File: src/rtl/wm_cycle_controller_pkg.sv
// Shared definitions for the washing-machine cycle controller:
// phase codes (also consumed by Timer) and the actuator bit layout.
package wm_pkg;

   localparam logic [2:0] ST_IDLE  = 3'd0;
   localparam logic [2:0] ST_FILL  = 3'd1;
   localparam logic [2:0] ST_HEAT  = 3'd2;
   localparam logic [2:0] ST_WASH  = 3'd3;
   localparam logic [2:0] ST_DRAIN = 3'd4;
   localparam logic [2:0] ST_RINSE = 3'd5;
   localparam logic [2:0] ST_SPIN  = 3'd6;
   localparam logic [2:0] ST_DONE  = 3'd7;

   typedef enum logic [2:0] {
      S_IDLE  = ST_IDLE,
      S_FILL  = ST_FILL,
      S_HEAT  = ST_HEAT,
      S_WASH  = ST_WASH,
      S_DRAIN = ST_DRAIN,
      S_RINSE = ST_RINSE,
      S_SPIN  = ST_SPIN,
      S_DONE  = ST_DONE
   } wm_state_e;

   localparam int ACT_WATER  = 0;
   localparam int ACT_HEATER = 1;
   localparam int ACT_MOTOR  = 2;
   localparam int ACT_SPIN   = 3;
   localparam int ACT_DRAIN  = 4;
   localparam int ACT_LOCK   = 5;
   localparam int ACT_W      = 6;

   typedef logic [ACT_W-1:0] act_vec_t;

   // Phases in which the door is locked and cancel / door-open abort to DRAIN.
   function automatic logic is_active(input wm_state_e st);
      logic act;
      case (st)
         S_FILL, S_HEAT, S_WASH, S_RINSE, S_SPIN: act = 1'b1;
         default:                                 act = 1'b0;
      endcase
      return act;
   endfunction

   function automatic act_vec_t act_decode(input wm_state_e st);
      act_vec_t a;
      a = {ACT_W{1'b0}};
      case (st)
         S_FILL:  a[ACT_WATER]  = 1'b1;
         S_HEAT:  a[ACT_HEATER] = 1'b1;
         S_WASH:  a[ACT_MOTOR]  = 1'b1;
         S_RINSE: a[ACT_MOTOR]  = 1'b1;
         S_DRAIN: a[ACT_DRAIN]  = 1'b1;
         S_SPIN: begin
            a[ACT_MOTOR] = 1'b1;
            a[ACT_SPIN]  = 1'b1;
            a[ACT_DRAIN] = 1'b1;
         end
         default: a = {ACT_W{1'b0}};
      endcase
      a[ACT_LOCK] = (st != S_IDLE) && (st != S_DONE);
      return a;
   endfunction

endpackage

File: src/rtl/wm_cycle_controller_phase_watchdog.sv
// Saturating per-phase cycle counter; expired rises once the current phase
// has lasted `limit` cycles (counting the cycle in which the decision is made).
module phase_watchdog #(
   parameter int TO_W = 16
) (
   input  logic            clock,
   input  logic            reset_n,
   input  logic            clear,
   input  logic [TO_W-1:0] limit,
   output logic            expired
);

   localparam logic [TO_W-1:0] CNT_ONE = {{(TO_W-1){1'b0}}, 1'b1};
   localparam logic [TO_W-1:0] CNT_MAX = {TO_W{1'b1}};
   localparam logic [TO_W:0]   ELP_ONE = {{TO_W{1'b0}}, 1'b1};

   logic [TO_W-1:0] count_q;
   logic [TO_W-1:0] count_d;
   logic [TO_W:0]   elapsed_s;

   // Next count and expiry; the extra bit keeps count+1 from wrapping at saturation.
   always_comb begin
      count_d   = count_q;
      elapsed_s = {1'b0, count_q} + ELP_ONE;
      if (clear) begin
         count_d = {TO_W{1'b0}};
      end else if (count_q != CNT_MAX) begin
         count_d = count_q + CNT_ONE;
      end else begin
         count_d = count_q;
      end
      expired = (elapsed_s >= {1'b0, limit});
   end

   // Counter register.
   always_ff @(posedge clock or negedge reset_n) begin
      if (!reset_n) begin
         count_q <= {TO_W{1'b0}};
      end else begin
         count_q <= count_d;
      end
   end

endmodule

File: src/rtl/wm_cycle_controller.sv
// Wash-cycle sequencer: phase FSM, rinse-pass counting, watchdogs, cancel and
// door interlock, with actuator enables registered from the next state.
module wm_cycle_controller
   import wm_pkg::*;
#(
   parameter int RINSE_PASSES = 2,
   parameter int TO_W         = 16,
   parameter int FILL_TIMEOUT = 1000,
   parameter int HEAT_TIMEOUT = 4000
) (
   input  logic       clock,
   input  logic       reset_n,
   input  logic       start,
   input  logic       cancel,
   input  logic       door_closed,
   input  logic       sig_Full,
   input  logic       sig_Temperature,
   input  logic       sig_Completed,
   output logic [2:0] state,
   output logic       water_valve,
   output logic       heater,
   output logic       motor,
   output logic       spin_fast,
   output logic       drain_pump,
   output logic       door_lock,
   output logic       done,
   output logic       fault,
   output logic       aborted
);

   localparam logic [TO_W-1:0] FILL_LIM   = TO_W'(FILL_TIMEOUT);
   localparam logic [TO_W-1:0] HEAT_LIM   = TO_W'(HEAT_TIMEOUT);
   localparam logic [2:0]      PASS_LIMIT = 3'(RINSE_PASSES);

   wm_state_e       state_q, state_d;
   logic [2:0]      pass_cnt_q, pass_cnt_d;
   logic            wash_done_q, wash_done_d;
   logic            fault_q, fault_d;
   logic            aborted_q, aborted_d;
   logic            first_q, first_d;
   act_vec_t        act_q, act_d;
   logic            done_q, done_d;

   logic            ev_ok_s;
   logic            wd_clear_s;
   logic            wd_expired_s;
   logic            wd_hit_s;
   logic [TO_W-1:0] wd_limit_s;

   // Watchdog limit for the current phase; other phases never consult it.
   always_comb begin
      case (state_q)
         S_FILL:  wd_limit_s = FILL_LIM;
         S_HEAT:  wd_limit_s = HEAT_LIM;
         default: wd_limit_s = {TO_W{1'b1}};
      endcase
   end

   phase_watchdog #(
      .TO_W (TO_W)
   ) u_watchdog (
      .clock   (clock),
      .reset_n (reset_n),
      .clear   (wd_clear_s),
      .limit   (wd_limit_s),
      .expired (wd_expired_s)
   );

   // Next-state, sticky flags and pass counter. Timer events are masked on the
   // first cycle of a phase so a stale pulse from the previous phase is dropped.
   always_comb begin
      state_d     = state_q;
      pass_cnt_d  = pass_cnt_q;
      wash_done_d = wash_done_q;
      fault_d     = fault_q;
      aborted_d   = aborted_q;
      ev_ok_s     = !first_q;
      wd_hit_s    = wd_expired_s && ((state_q == S_FILL) || (state_q == S_HEAT));

      if (is_active(state_q)) begin
         if (!door_closed) begin
            state_d = S_DRAIN;
            fault_d = 1'b1;
         end else if (cancel) begin
            state_d   = S_DRAIN;
            aborted_d = 1'b1;
         end else if (wd_hit_s) begin
            state_d = S_DRAIN;
            fault_d = 1'b1;
         end else if (ev_ok_s) begin
            case (state_q)
               S_FILL: begin
                  if (sig_Full) begin
                     state_d = ((pass_cnt_q == 3'd0) && !wash_done_q) ? S_HEAT : S_RINSE;
                  end else begin
                     state_d = state_q;
                  end
               end
               S_HEAT: begin
                  if (sig_Temperature) begin
                     state_d = S_WASH;
                  end else begin
                     state_d = state_q;
                  end
               end
               S_WASH: begin
                  if (sig_Completed) begin
                     state_d     = S_DRAIN;
                     wash_done_d = 1'b1;
                  end else begin
                     state_d = state_q;
                  end
               end
               S_RINSE: begin
                  if (sig_Completed) begin
                     state_d = S_DRAIN;
                     if (pass_cnt_q != 3'd7) begin
                        pass_cnt_d = pass_cnt_q + 3'd1;
                     end else begin
                        pass_cnt_d = pass_cnt_q;
                     end
                  end else begin
                     state_d = state_q;
                  end
               end
               S_SPIN: begin
                  if (sig_Completed) begin
                     state_d = S_DONE;
                  end else begin
                     state_d = state_q;
                  end
               end
               default: state_d = state_q;
            endcase
         end else begin
            state_d = state_q;
         end
      end else begin
         case (state_q)
            S_IDLE: begin
               if (start && door_closed) begin
                  state_d     = S_FILL;
                  pass_cnt_d  = 3'd0;
                  wash_done_d = 1'b0;
                  fault_d     = 1'b0;
                  aborted_d   = 1'b0;
               end else begin
                  state_d = S_IDLE;
               end
            end
            S_DRAIN: begin
               if (ev_ok_s && sig_Completed) begin
                  if (fault_q || aborted_q) begin
                     state_d = S_DONE;
                  end else if (pass_cnt_q < PASS_LIMIT) begin
                     state_d = S_FILL;
                  end else begin
                     state_d = S_SPIN;
                  end
               end else begin
                  state_d = S_DRAIN;
               end
            end
            S_DONE: begin
               if (!door_closed) begin
                  state_d = S_IDLE;
               end else begin
                  state_d = S_DONE;
               end
            end
            default: state_d = S_IDLE;
         endcase
      end

      wd_clear_s = (state_d != state_q);
      first_d    = wd_clear_s;
      act_d      = act_decode(state_d);
      done_d     = (state_d == S_DONE);
   end

   // State, flags and registered output decode.
   always_ff @(posedge clock or negedge reset_n) begin
      if (!reset_n) begin
         state_q     <= S_IDLE;
         pass_cnt_q  <= 3'd0;
         wash_done_q <= 1'b0;
         fault_q     <= 1'b0;
         aborted_q   <= 1'b0;
         first_q     <= 1'b1;
         act_q       <= {ACT_W{1'b0}};
         done_q      <= 1'b0;
      end else begin
         state_q     <= state_d;
         pass_cnt_q  <= pass_cnt_d;
         wash_done_q <= wash_done_d;
         fault_q     <= fault_d;
         aborted_q   <= aborted_d;
         first_q     <= first_d;
         act_q       <= act_d;
         done_q      <= done_d;
      end
   end

   assign state       = state_q;
   assign water_valve = act_q[ACT_WATER];
   assign heater      = act_q[ACT_HEATER];
   assign motor       = act_q[ACT_MOTOR];
   assign spin_fast   = act_q[ACT_SPIN];
   assign drain_pump  = act_q[ACT_DRAIN];
   assign door_lock   = act_q[ACT_LOCK];
   assign done        = done_q;
   assign fault       = fault_q;
   assign aborted     = aborted_q;

endmodule

File: config.mk
export PLATFORM = sky130hd
export DESIGN_NAME = wm_cycle_controller
export DESIGN_NICKNAME = d
export VERILOG_FILES = /design/src/rtl/wm_cycle_controller_pkg.sv /design/src/rtl/wm_cycle_controller_phase_watchdog.sv /design/src/rtl/wm_cycle_controller.sv
export SDC_FILE = /design/constraint.sdc
export NUM_CORES = 1
export LEC_CHECK = 0
export ABC_CLOCK_PERIOD_IN_PS = 11580
export BUFFER_PORTS_ARGS = -buffer_cell sky130_fd_sc_hd__buf_2
export CAP_MARGIN = 20
export CORE_MARGIN = 10
export CORE_UTILIZATION = 58
export DETAILED_ROUTE_END_ITERATION = 10
export GPL_TIMING_DRIVEN = 1
export PLACE_DENSITY = 0.8
export RECOVER_POWER = 25
export SKIP_LAST_GASP = 1
export SYNTH_ARGS = -nofsm -noshare
export SYNTH_HDL_FRONTEND = slang
export SYNTH_HIERARCHICAL = 1
export SYNTH_SLANG_ARGS = --single-unit
File: constraint.sdc
create_clock -name clock -period 11.58 [get_ports clock]
set_input_delay 0.579 -clock clock [delete_from_list [all_inputs] [get_ports clock]]
set_output_delay 0.579 -clock clock [all_outputs]
set_load 0.03 [all_outputs]
==> results of run 1 <==
==> how the worst max path moves through the flow <==
stage                                from                     end  slack [ps]  depth (start not counted)
floorplan           u_watchdog/count_q[8]  u_watchdog/count_q[12]        7480                         17
global placement    u_watchdog/count_q[8]  u_watchdog/count_q[11]        6820                         17
detailed placement  u_watchdog/count_q[8]  u_watchdog/count_q[13]        6690                         18
CTS                 u_watchdog/count_q[8]  u_watchdog/count_q[13]        6620                         18
global route        u_watchdog/count_q[8]  u_watchdog/count_q[13]        6220                         18
finish              u_watchdog/count_q[8]  u_watchdog/count_q[13]        6570                         18
==> Yosys cell counts, drive strengths merged, types with 4 or more instances <==
library cell  instances
nor2                 15
inv                  37
a21oi                21
nand2b                8
o21ai                15
ha                   20
a31oi                 7
nand2                14
dfrtp                32
nand4                 6
nor3                  7
nor2b                 5
xnor2                13
xor2                  4
nand3                15
buf                   8
==> through the flow <==
step	std cells	setup slack [ps]	hold WS (ps)	power, mW	utilization
after global routing	345	6220	591	0.522	0.649
after global placement	337	6820	519	0.397	0.628
final	345	6570	539	0.484	0.649
after CTS	345	6620	374	0.487	0.649
after floorplan	277	7480	283	0.348	-
after detailed placement	337	6690	526	0.402	0.628
==> kinds of logic after synthesis <==
kind of cell    synth area share
xor+xnor                  0.0620
flops                      0.344
buf+inv                   0.0813
mux                       0.0146
compound gates             0.170
simple gates               0.221
fa+ha+maj                  0.104
other cells              0.00156
==> power breakdown <==
group	internal [mW]	switching [mW]	total, mW
sequential	0.139	0.0353	0.175
clock	0.0416	0.0430	0.0847
combinational	0.0822	0.142	0.225
total	0.263	0.221	0.484
==> registers in the layout (all words and copies together), names as in the netlist <==
signal and flops:
pass_cnt_q 3, first_q 1, wash_done_q 1, aborted 1
act_q 6, state 3, fault 1, u_watchdog/count_q 16
done 1
==> per-layer routing <==
metal  vias up  GRT usage  routed length (µm)
li1        997          -                   -
met1       961      0.175                2370
met2        36      0.244                2500
met3        13     0.0280                 141
met4         0     0.0599                 112
met5         -          0                   0
==> final cells by class <==
type,count,area share
clock inverter,2,0.00386
multi-input combinational,198,0.536
tap,50,0.0241
sequential,33,0.319
clock buffer,6,0.0280
inverter,37,0.0535
timing repair buffer,19,0.0362
==> tightest hold or removal path, stage by stage, from the launching register on <==
cell,delay [ps]
dfrtp_1,390
nand2_1,60
o31ai_1,60
==> impl_metrics.csv, run 1 <==
group,metric,value,unit
cts,post_cts_hold_buffer_count,0,
layout,final_layout_size_suffix_gt1_frac,0.112,
layout,antenna-diode-count,0,
critical_path,timing.critical_path.slowest_stage_cell,"nor3b_1",
yosys,largest_area_contributor_in_the_netlist,"dfrtp_1",
route,drt_iter0_markers,116,
global_routing,grt_first_pass_wirelength,8870,µm
yosys,syn-cell-area,2400,µm²
route,drt-total-wl,5130,µm
route,detail_route.drc_violations,0,
layout,fin_area,2590,µm²
yosys,synth_unique_cells,51,
critical_path,rrSetupSlack,6570,ps
critical_path,path_cells,"and3_1, nor3b_1, nand3_1, xnor2_1, ha_1, and4_1, nor2b_1, o31ai_1, o2111ai_1, nand2b_1, a21oi_1, or4_4, o221ai_4, xnor2_1, nand3_1, nor2_1, o21ai_0, a31oi_1",
die,top_level_ports,20,
sta,fin_setup_tns,0,ps
min_path,min_delay_path_depth,2,
yosys,syn-mean-instance-area,8.76,µm²
yosys,seq_area_frac_synth,0.344,
critical_path,cp_top_family,"simple AND/OR/NAND/NOR gates",
job,max_cap_viol_count,1,
cts,cts_made_buffers,5,
route,routed_wire_length_per_instance,14.9,µm
sta,worst_pin_slew,1780,ps
critical_path,worstSetupStartpointType,"flip-flop",
sta,fmaxAchievable,199,MHz
place,dpl_cell_area,2510,µm²
critical_path,critPathArrivalTime,5220,ps
sta,fin_skew,7.61,ps
die,fp.dieArea,7110,µm²
yosys,async_flop_share,1.00,
sta,slew_headroom,-0.189,
min_path,min_to,"aborted",
yosys,synth_enable_flop_cells,0,
global_routing,grt.overflow.total,0,
die,placement_rows,23,
critical_path,ff2ff_path_depth,18,
cts,htree_levels,2,
critical_path,cp_max_fo,17,
route,firstDrtPassIters,4,
route,post_drt_via_cell_ratio,5.82,
sta,slew_viol_final,34,
route,vias,2007,
sta,post-route-min-period,5010,ps
critical_path,critical_path_buf_inv_count,0,
critical_path,critical_path.max_stage_delay,580,ps
global_routing,initial_antenna_violation_count,0,
die,initial_utilization,0.600,
route,ant_nets,0,
layout,mostFrequentLayoutCell,"inv_1",
sta,hold_viol_final,0,
power,p_leak,1.34,nW
status,status,"finished with violations",
sta,setup_repair_after_global_routing_missed_its_margin,"no",
global_routing,grt_max_degree,34,
layout,area_growth_syn_to_layout,8.08,%
layout,register_area,827,µm²
power,max-vdd-ir-drop,0.141,mV
yosys,synth_top_flop_cell,"dfrtp_1",
place,gp_congestion,0.941,
critical_path,rr_endpoint,"u_watchdog/count_q[13]",
global_routing,global_route_usage_sum,0.145,
cts,post_cts_buffers,0,
critical_path,critPathKind,"reg -> reg",
place,dp_hpwl,3860,µm
die,core-area,4000,µm²
yosys,yosys_warnings,6,
cts,post_cts_sizing,0,
min_path,worst_hold_path_type,"reg -> reg",
power,cell_area_power_density,187,nW/µm²
layout,final_nets,322,
yosys,netlist_top_cells_area,"dfrtp_1, ha_1, inv_1",
cts,cts_max_path_buffers,2,
global_routing,via_count_of_the_first_global_routing_pass,1962,
critical_path,worst-endpoint-required,11780,ps
sta,final-setup-viol-count,0,
yosys,synthDominantCellAreaShare,0.334,
yosys,synth_seq_cells,33,
min_path,hold_path_startpoint,"aborted",
cts,worst_skew_late_latency,290,ps
cts,cts_tree,"yes",
cts,buffer_cell_driving_the_clock_tree_root,"clkbuf_8",
layout,multi_input_comb_area,1390,µm²
layout,n_fill_cell,357,
cts,clk_pin_slew,70,ps
place,numPortBuffers,19,
yosys,number_of_instances_in_the_synthesized_netlist,274,
die,die_width,84.3,µm
critical_path,worst_r2r_startpoint,"u_watchdog/count_q[8]",
layout,most-common-layout-cells,"inv_1, dfrtp_1, a21oi_1",
status,violations,"max-capacitance violations, max-slew violations",
critical_path,setup.worst_path.end_class,"flip-flop",
die,die_height,84.3,µm
cts,cts_sinks,33,
sta,finalCritPeriodShare,0.433,
(Power assumes the default switching activity.)
==> run 2, diff against run 1 <==
--- a/config.mk
+++ b/config.mk
@@ -5,7 +5,7 @@
 export SDC_FILE = /design/constraint.sdc
 export NUM_CORES = 1
 export LEC_CHECK = 0
-export ABC_CLOCK_PERIOD_IN_PS = 11580
+export ABC_CLOCK_PERIOD_IN_PS = 5050
 export BUFFER_PORTS_ARGS = -buffer_cell sky130_fd_sc_hd__buf_2
 export CAP_MARGIN = 20
 export CORE_MARGIN = 10
==> constraint.sdc (replaced) <==
create_clock -name clock -period 5.05 [get_ports clock]
set_input_delay 0.2525 -clock clock [delete_from_list [all_inputs] [get_ports clock]]
set_output_delay 0.2525 -clock clock [all_outputs]
set_load 0.03 [all_outputs]
==> impl_metrics.csv, run 2 (synthesized netlist as in run 1, its figures left out) <==
group,metric,value,unit
global_routing,via_count_of_the_first_global_routing_pass,1948,
critical_path,cp_max_fo,17,
cts,post_cts_sizing,0,
sta,slew_viol_final,34,
die,fp.dieArea,7110,µm²
die,die_width,84.3,µm
global_routing,met2_track_utilization_from_global_routing,0.242,
cts,post_cts_hold_buffer_count,0,
place,numPortBuffers,19,
route,drt_iter0_markers,144,
layout,fin_area,2630,µm²
global_routing,initial_antenna_violation_count,0,
place,dp_hpwl,3900,µm
critical_path,critPathArrivalTime,4660,ps
global_routing,grt_max_degree,34,
layout,final_nets,326,
power,share_comb_of_total_power,0.485,
critical_path,worstSetupStartpointType,"flip-flop",
cts,buffer_cell_driving_the_clock_tree_root,"clkbuf_8",
power,cell_area_power_density,431,nW/µm²
layout,area_growth_syn_to_layout,9.48,%
power,max-vdd-ir-drop,0.418,mV
layout,largest_reg_flops,16,
layout,largest_registers,"u_watchdog/count_q x16, act_q x6",
global_routing,grt.overflow.total,0,
cts,post_cts_buffers,0,
die,core-area,4000,µm²
critical_path,critPathKind,"reg -> reg",
route,firstDrtPassIters,4,
power,power.internal,0.638,mW
layout,mostFrequentLayoutCell,"inv_1",
job,max_cap_viol_count,1,
die,initial_utilization,0.600,
power,clock_power_share,0.176,
sta,setup_repair_after_global_routing_missed_its_margin,"no",
route,drt-total-wl,5130,µm
cts,htree_levels,2,
place,gp_congestion,0.964,
route,post_drt_via_cell_ratio,5.74,
cts,cts_sinks,33,
sta,finalCritPeriodShare,0.882,
sta,fmaxAchievable,224,MHz
global_routing,grt_use_met1,0.185,
status,violations,"max-capacitance violations, max-slew violations",
global_routing,grt_first_pass_wirelength,8910,µm
layout,antenna-diode-count,0,
power,p_leak,1.36,nW
layout,final_layout_size_suffix_gt1_frac,0.121,
cts,worst_skew_late_latency,280,ps
route,routed_wire_length_per_instance,14.7,µm
min_path,worst_hold_path_type,"in -> reg",
power,total_switching_power,0.496,mW
cts,clk_pin_slew,60,ps
sta,hold_viol_final,0,
sta,fin_setup_tns,0,ps
sta,worst_pin_slew,1790,ps
route,vias,1999,
cts,cts_tree,"yes",
critical_path,setup.worst_path.end_class,"flip-flop",
status,status,"finished with violations",
sta,post-route-min-period,4460,ps
power,sw_frac_of_total,0.437,
cts,cts_made_buffers,5,
route,ant_nets,0,
route,detail_route.drc_violations,0,
sta,fin_skew,5.96,ps
die,top_level_ports,20,
cts,cts_max_path_buffers,2,
global_routing,global_route_usage_sum,0.147,
layout,most-common-layout-cells,"inv_1, dfrtp_1, a21oi_1",
layout,largest-register,"u_watchdog/count_q",
power,seq_power_share,0.339,
place,dpl_cell_area,2540,µm²
critical_path,worst-endpoint-required,5250,ps
global_routing,global_route.peak_usage_layer,"met2",
die,die_height,84.3,µm
sta,final-setup-viol-count,0,
global_routing,global_routing_usage_on_met3,0.0348,
sta,slew_headroom,-0.190,
die,placement_rows,23,
run 2: path summary, 6_finish.rpt:
path | startpoint | endpoint | slack [ps] | cells after the start
min reg2reg | pass_cnt_q[0] | pass_cnt_q[0] | 530 | 1
min in group asynchronous | reset_n | u_watchdog/count_q[6] | 440 | 1
max | state[0] | u_watchdog/count_q[13] | 590 | 18
max reg2reg | state[0] | u_watchdog/count_q[13] | 590 | 18
max in group asynchronous | reset_n | act_q[3] | 3570 | 1
min | door_closed | fault | 280 | 2
run 2: final cells by class:
class / count / area (µm²)
well taps: 50 / 62.6
fillers: 343 / 1370
multi-input cells: 198 / 1390
clock buffers: 7 / 86.3
repair buffers: 23 / 124
flip-flops and latches: 33 / 827
inverters: 37 / 139
run 2: worst max-delay path: stages (launching register included):
cell       delay, ps
dfrtp_1          700
or3b_1           470
and2_1           250
inv_1             90
ha_1             250
and4_1           230
nor2b_1          130
o31ai_1          200
o2111ai_1        200
nand2b_1         130
a21oi_1           70
or4_4            580
o221ai_4         320
xnor2_1          160
nand3_1           80
buf_4            200
nor2_1           100
o21ai_0           80
a31oi_1          130
run 2: metrics by stage:
step	hold WS [ps]	std cells	util	worst slack, ps	power [mW]
after floorplan	-43.1	277	-	946	0.798
after global placement	346	341	0.636	750	0.933
after detailed placement	368	341	0.636	610	0.942
after CTS	52.4	348	0.657	599	1.14
after global routing	284	348	0.657	155	1.23
final	280	348	0.657	595	1.13
run 2: power groups by stage:
stage	clock network (mW)	logic, mW	registers (mW)
5_1_grt	0.218	0.617	0.393
2_1_floorplan	0	0.369	0.429
6_report	0.200	0.550	0.385
3_5_place_dp	0	0.554	0.388
4_1_cts	0.205	0.554	0.383
3_3_place_gp	0	0.545	0.388
run 2: per-layer routing:
layer / share of wire / vias up
met5: 0 / -
met4: 0.0053 / 0
met3: 0.043 / 2
met2: 0.49 / 48
met1: 0.46 / 942
li1: - / 1007
